$ cat config.mk
export PLATFORM = sky130hd
export DESIGN_NAME = add_seq_64
export DESIGN_NICKNAME = d
export VERILOG_FILES = /design/src/rtl/add_seq_pkg.sv /design/src/rtl/csa_16.sv /design/src/rtl/add_seq_64.sv
export SDC_FILE = /design/constraint.sdc
export NUM_CORES = 1
export LEC_CHECK = 0
export ABC_AREA = 1
export CORE_ASPECT_RATIO = 0.5
export CORE_UTILIZATION = 46
export DETAILED_ROUTE_END_ITERATION = 10
export GPL_ROUTABILITY_DRIVEN = 0
export PLACE_DENSITY = 0.76
export REMOVE_ABC_BUFFERS = 1
export SETUP_SLACK_MARGIN = 0.4
export SYNTH_ARGS = -nofsm -noshare
export SYNTH_HDL_FRONTEND = slang
export SYNTH_SLANG_ARGS = --single-unit
export TNS_END_PERCENT = 5
$ cat constraint.sdc
create_clock -name clk -period 3.36 [get_ports clk]
set_input_delay 0.672 -clock clk [delete_from_list [all_inputs] [get_ports clk]]
set_output_delay 0.672 -clock clk [all_outputs]
set_load 0.01 [all_outputs]
$ cat src/rtl/add_seq_pkg.sv
// Shared types and sizing for the time-shared 64-bit add/subtract sequencer.
// Latency: n/a (declarations only).
// Backpressure: n/a.
package add_seq_pkg;

  localparam int SLICE_W  = 16;
  localparam int N_SLICES = 4;
  localparam int DATA_W   = SLICE_W * N_SLICES;
  localparam int CNT_W    = 2;

  typedef enum logic [1:0] {
    IDLE = 2'd0,
    CALC = 2'd1,
    DONE = 2'd2
  } state_t;

endpackage

$ cat src/rtl/csa_16.sv
// 16-bit carry-select adder: low byte ripples, high byte precomputed for both carries.
// Latency: purely combinational.
// Backpressure: none (no handshake).
module csa_16 (
  input  logic [15:0] a,
  input  logic [15:0] b,
  input  logic        cin,
  output logic [15:0] sum,
  output logic        cout
);

  logic [8:0] lo;
  logic [8:0] hi0;
  logic [8:0] hi1;

  assign lo  = {1'b0, a[7:0]} + {1'b0, b[7:0]} + {8'd0, cin};
  // High byte computed for carry-in 0 and 1; the low-byte carry picks one.
  assign hi0 = {1'b0, a[15:8]} + {1'b0, b[15:8]};
  assign hi1 = hi0 + 9'd1;

  assign sum  = {(lo[8] ? hi1[7:0] : hi0[7:0]), lo[7:0]};
  assign cout = lo[8] ? hi1[8] : hi0[8];

endmodule

$ cat src/rtl/add_seq_64.sv
// 64-bit add/subtract computed over four cycles on one shared 16-bit slice adder, LSB slice first.
// Latency: accept at edge T, out_valid from edge T+4; minimum issue interval 6 cycles.
// Backpressure: in_ready only in IDLE; result held in DONE until out_ready.
module add_seq_64
  import add_seq_pkg::*;
(
  input  logic              clk,
  input  logic              rst,
  input  logic              in_valid,
  output logic              in_ready,
  input  logic [DATA_W-1:0] in_a,
  input  logic [DATA_W-1:0] in_b,
  input  logic              in_cin,
  input  logic              in_sub,
  output logic              out_valid,
  input  logic              out_ready,
  output logic [DATA_W-1:0] out_sum,
  output logic              out_cout,
  output logic              out_ovf
);

  localparam int LSB_W = CNT_W + $clog2(SLICE_W);

  state_t              state;
  state_t              next_state;
  logic [DATA_W-1:0]   a_reg;
  logic [DATA_W-1:0]   b_reg;
  logic [DATA_W-1:0]   sum_reg;
  logic                carry_reg;
  logic                cout_reg;
  logic                ovf_reg;
  logic [CNT_W-1:0]    cnt;
  logic [LSB_W-1:0]    slice_lsb;
  logic [SLICE_W-1:0]  slice_a;
  logic [SLICE_W-1:0]  slice_b;
  logic [SLICE_W-1:0]  slice_sum;
  logic                slice_cout;
  logic                last_slice;

  // Bit offset of the slice being worked on: cnt * SLICE_W.
  assign slice_lsb  = {cnt, {($clog2(SLICE_W)){1'b0}}};
  assign slice_a    = a_reg[slice_lsb +: SLICE_W];
  assign slice_b    = b_reg[slice_lsb +: SLICE_W];
  assign last_slice = (cnt == CNT_W'(N_SLICES - 1));

  csa_16 u_slice (
    .a    (slice_a),
    .b    (slice_b),
    .cin  (carry_reg),
    .sum  (slice_sum),
    .cout (slice_cout)
  );

  // State register.
  always_ff @(posedge clk) begin
    if (rst) state <= IDLE;
    else     state <= next_state;
  end

  // Next-state decode: accept in IDLE, four slice cycles, hold until consumed.
  always_comb begin
    next_state = state;
    case (state)
      IDLE:    if (in_valid) next_state = CALC;
      CALC:    if (last_slice) next_state = DONE;
      DONE:    if (out_ready) next_state = IDLE;
      default: next_state = IDLE;
    endcase
  end

  // Operand capture on accept, one slice per CALC cycle, flags from the top slice.
  always_ff @(posedge clk) begin
    if (rst) begin
      a_reg     <= '0;
      b_reg     <= '0;
      sum_reg   <= '0;
      carry_reg <= 1'b0;
      cout_reg  <= 1'b0;
      ovf_reg   <= 1'b0;
      cnt       <= '0;
    end else if (state == IDLE) begin
      if (in_valid) begin
        a_reg     <= in_a;
        // Subtract as A + ~B + 1, so the adder itself never changes.
        b_reg     <= in_sub ? ~in_b : in_b;
        carry_reg <= in_sub ? 1'b1 : in_cin;
        cnt       <= '0;
      end
    end else if (state == CALC) begin
      sum_reg[slice_lsb +: SLICE_W] <= slice_sum;
      carry_reg                     <= slice_cout;
      if (last_slice) begin
        cout_reg <= slice_cout;
        // Like-signed operands whose sum changes sign overflowed.
        ovf_reg  <= (a_reg[DATA_W-1] == b_reg[DATA_W-1]) &&
                    (slice_sum[SLICE_W-1] != a_reg[DATA_W-1]);
      end else begin
        cnt <= cnt + 1'b1;
      end
    end
  end

  assign in_ready  = (state == IDLE) && !rst;
  assign out_valid = (state == DONE);
  assign out_sum   = sum_reg;
  assign out_cout  = cout_reg;
  assign out_ovf   = ovf_reg;

endmodule

==> flow_metrics.env <==
export IMPL_antenna_cells=0
export IMPL_r2r_slack_ns=0.31
export IMPL_critPathRequiredTime_ns=3.72
export IMPL_status="completed"
export IMPL_worst_path_max_fanout=8
export IMPL_total_power_mw=6.99
export IMPL_via_per_inst=5.38
export IMPL_syn_area_um2=9480
export IMPL_peakVddDrop_mv=0.369
export IMPL_hold_path_class="register to register"
export IMPL_root_buffer="clkbuf_16"
export IMPL_path_clk_slew_ns=0.07
export IMPL_synthCells=1273
export IMPL_leakage_nw=4.84
export IMPL_synth_distinct_cells=41
export IMPL_hold_depth=2
export IMPL_start_util_pct=47.8
export IMPL_clock_tree_buffer_depth=2
export IMPL_max_cap_violations=0
export IMPL_wirelength_um=28400
export IMPL_vias=9300
export IMPL_synthTopCellsByArea="dfxtp_1 (42%), nor2_1 (11%), nand2_1 (7.1%)"
export IMPL_ant_nets=0
export IMPL_grt_pass1_vias=8431
export IMPL_cts_tree="done"
export IMPL_io_pins=202
export IMPL_rows=36
export IMPL_yosysMostFrequentCell="nor2_1"
export IMPL_seq_area_frac_synth_pct=42.0
export IMPL_drc=0
export IMPL_path_class="register to register"
export IMPL_cp_arrival_ns=3.40
export IMPL_htreeDepth=4
export IMPL_r2r_cells=18
export IMPL_final_nets=1609
export IMPL_synthToLayoutAreaGrowth_pct=36.2
export IMPL_rsz0062_at_grt="true"
export IMPL_port_buffers=201
export IMPL_fin_skew_ns=0.0109
export IMPL_grt_pass1_wl_um=42800
export IMPL_finalHoldViolations=0
export IMPL_crit_path_end_kind="register"
export IMPL_slew_violations=0
export IMPL_yosysTopAreaCellShare_pct=42.0
export IMPL_yosys_register_bits=199
export IMPL_final_area_um2=12900
export IMPL_place_area_um2=11700
export IMPL_endpoint="out_sum[28]"
export IMPL_setup_ws_ns=0.312
export IMPL_grt_max_degree=80
export IMPL_min_period_ns=3.05
export IMPL_synth_top_cell_by_area="dfxtp_1"
export IMPL_async_flop_share_pct=0
export IMPL_coreArea_um2=19800
export IMPL_crit_start="cnt[1]"
export IMPL_worst_slew_pin_slew_ns=0.886
export IMPL_place_ws_ns=0.221
export IMPL_overflow=0
export IMPL_detailed_place_hpwl_um=18700
export IMPL_finalSetupTns_ns=0
export IMPL_synth_edf_count=0
export IMPL_clock_sinks=199
export IMPL_first_pass_iters=7
export IMPL_grt_util_all_layers_pct=25.6
export IMPL_n_fill_cell=1674
export IMPL_syn_area_per_cell_um2=7.44
export IMPL_ys_warn_count=0
export IMPL_fin_crit_sh_pct=90.7
export IMPL_synth_ff_type="dfxtp_1"
export IMPL_die_area_um2=21200
export IMPL_setup_worst_path_start_class="register"
export IMPL_synthTopCellsByCount="nor2_1 (278), dfxtp_1 (199), nand2_1 (178)"
export IMPL_die_w_um=205
export IMPL_fmax_mhz=328
export IMPL_cts_buffers=17
export IMPL_wl_per_cell_um=16.4
export IMPL_powerDensity_nw_per_um2=542
export IMPL_r2r_start="cnt[1]"
export IMPL_setup_viol=0
export IMPL_postCtsHoldBufs=0
export IMPL_die_y_um=103
export IMPL_antenna_found_initial=0
export IMPL_drt_initial_drc_count=781
export IMPL_fin_util_pct=65.1
export IMPL_clk_latency_ns=0.43
export IMPL_slew_headroom_pct=40.5
export IMPL_layout_drive_gt1_share_pct=10.9
export IMPL_r2r_end="out_sum[28]"
==> report_power, final <==
group	total, mW	switching, mW	internal, mW
Combinational	2.23	1.31	0.920
Sequential	2.68	0.116	2.56
Clock	2.09	0.971	1.12
Total	6.99	2.40	4.59
==> per-stage QoR <==
stage	hold WS, ns	instances
global route	0.486	1729
floorplan	0.432	1185
finish	0.465	1729
CTS	0.464	1706
detailed placement	0.453	1673
global placement	0.449	1673
==> routing by layer <==
layer | vias up | routed length [um] | part of all wire [%] | global-route usage, %
li1 | 4572 | - | - | -
met1 | 4373 | 13100 | 46 | 35.9
met2 | 320 | 13100 | 46 | 41.7
met3 | 35 | 1740 | 6.1 | 3.38
met4 | 0 | 437 | 1.5 | 7.29
met5 | - | 0 | 0 | 0
==> cells in the final DEF (no fill, tap or decap), drive strengths merged, types with 9 or more instances in the layout <==
master / n
a211oi: 61
a21oi: 80
buf: 43
clkbuf: 20
clkdlybuf4s50: 199
dfxtp: 199
ha: 22
inv: 61
nand2: 184
nand3: 33
nor2: 280
nor3: 9
o21ai: 128
o22ai: 28
xnor2: 68
==> how the worst min path moves through the flow <==
| stage | startpoint | endpoint | slack (ns) |
|---|---|---|---|
| after floorplan | b_reg[1] | b_reg[1] | 0.43 |
| after global placement | b_reg[9] | b_reg[9] | 0.45 |
| after detailed placement | b_reg[9] | b_reg[9] | 0.45 |
| after CTS | b_reg[9] | b_reg[9] | 0.46 |
| after global routing | b_reg[1] | b_reg[1] | 0.49 |
| final | b_reg[9] | b_reg[9] | 0.47 |
==> layout make-up <==
type	count	area (um2)	share of cell area (%)
multi-input cells	929	5230	40.5
flip-flops and latches	199	3990	30.9
repair buffers	246	2540	19.7
clock buffers	17	425	3.30
well taps	266	333	2.58
inverters	57	228	1.76
clock inverters	15	166	1.29
==> kinds of logic after synthesis <==
| logic type | Yosys count | synth area share, % |
|---|---|---|
| flip-flops | 199 | 42.0 |
| AO/OA/AOI/OAI | 310 | 18.8 |
| adder cells (fa/ha/maj) | 25 | 3.54 |
| AND/OR/NAND/NOR | 520 | 22.6 |
| buffers and inverters | 145 | 6.11 |
| XOR/XNOR | 74 | 6.92 |
==> timing repair <==
action	4_1_cts	5_1_grt
pin swaps	0	28
setup endpoints to repair	28	41
gates cloned	1	4
setup buffers	0	19
resized for setup	4	76
==> critical path, stage by stage, from the launching register on <==
cell and delay [ns]:
dfxtp_2 0.37, clkinvlp_4 0.25, buf_12 0.23, buf_4 0.16, o21ai_1 0.11, o22ai_2 0.15, ha_4 0.35, nand2_1 0.08
nand2_2 0.09, inv_2 0.05, nand2_1 0.09, nand2_1 0.10, nand2_4 0.12, nand3_4 0.15, xor2_4 0.24, nand2_1 0.09
nor2_2 0.14, nand2_1 0.06, a21oi_1 0.13
No activity file was read; power rests on OpenSTA's default activity.
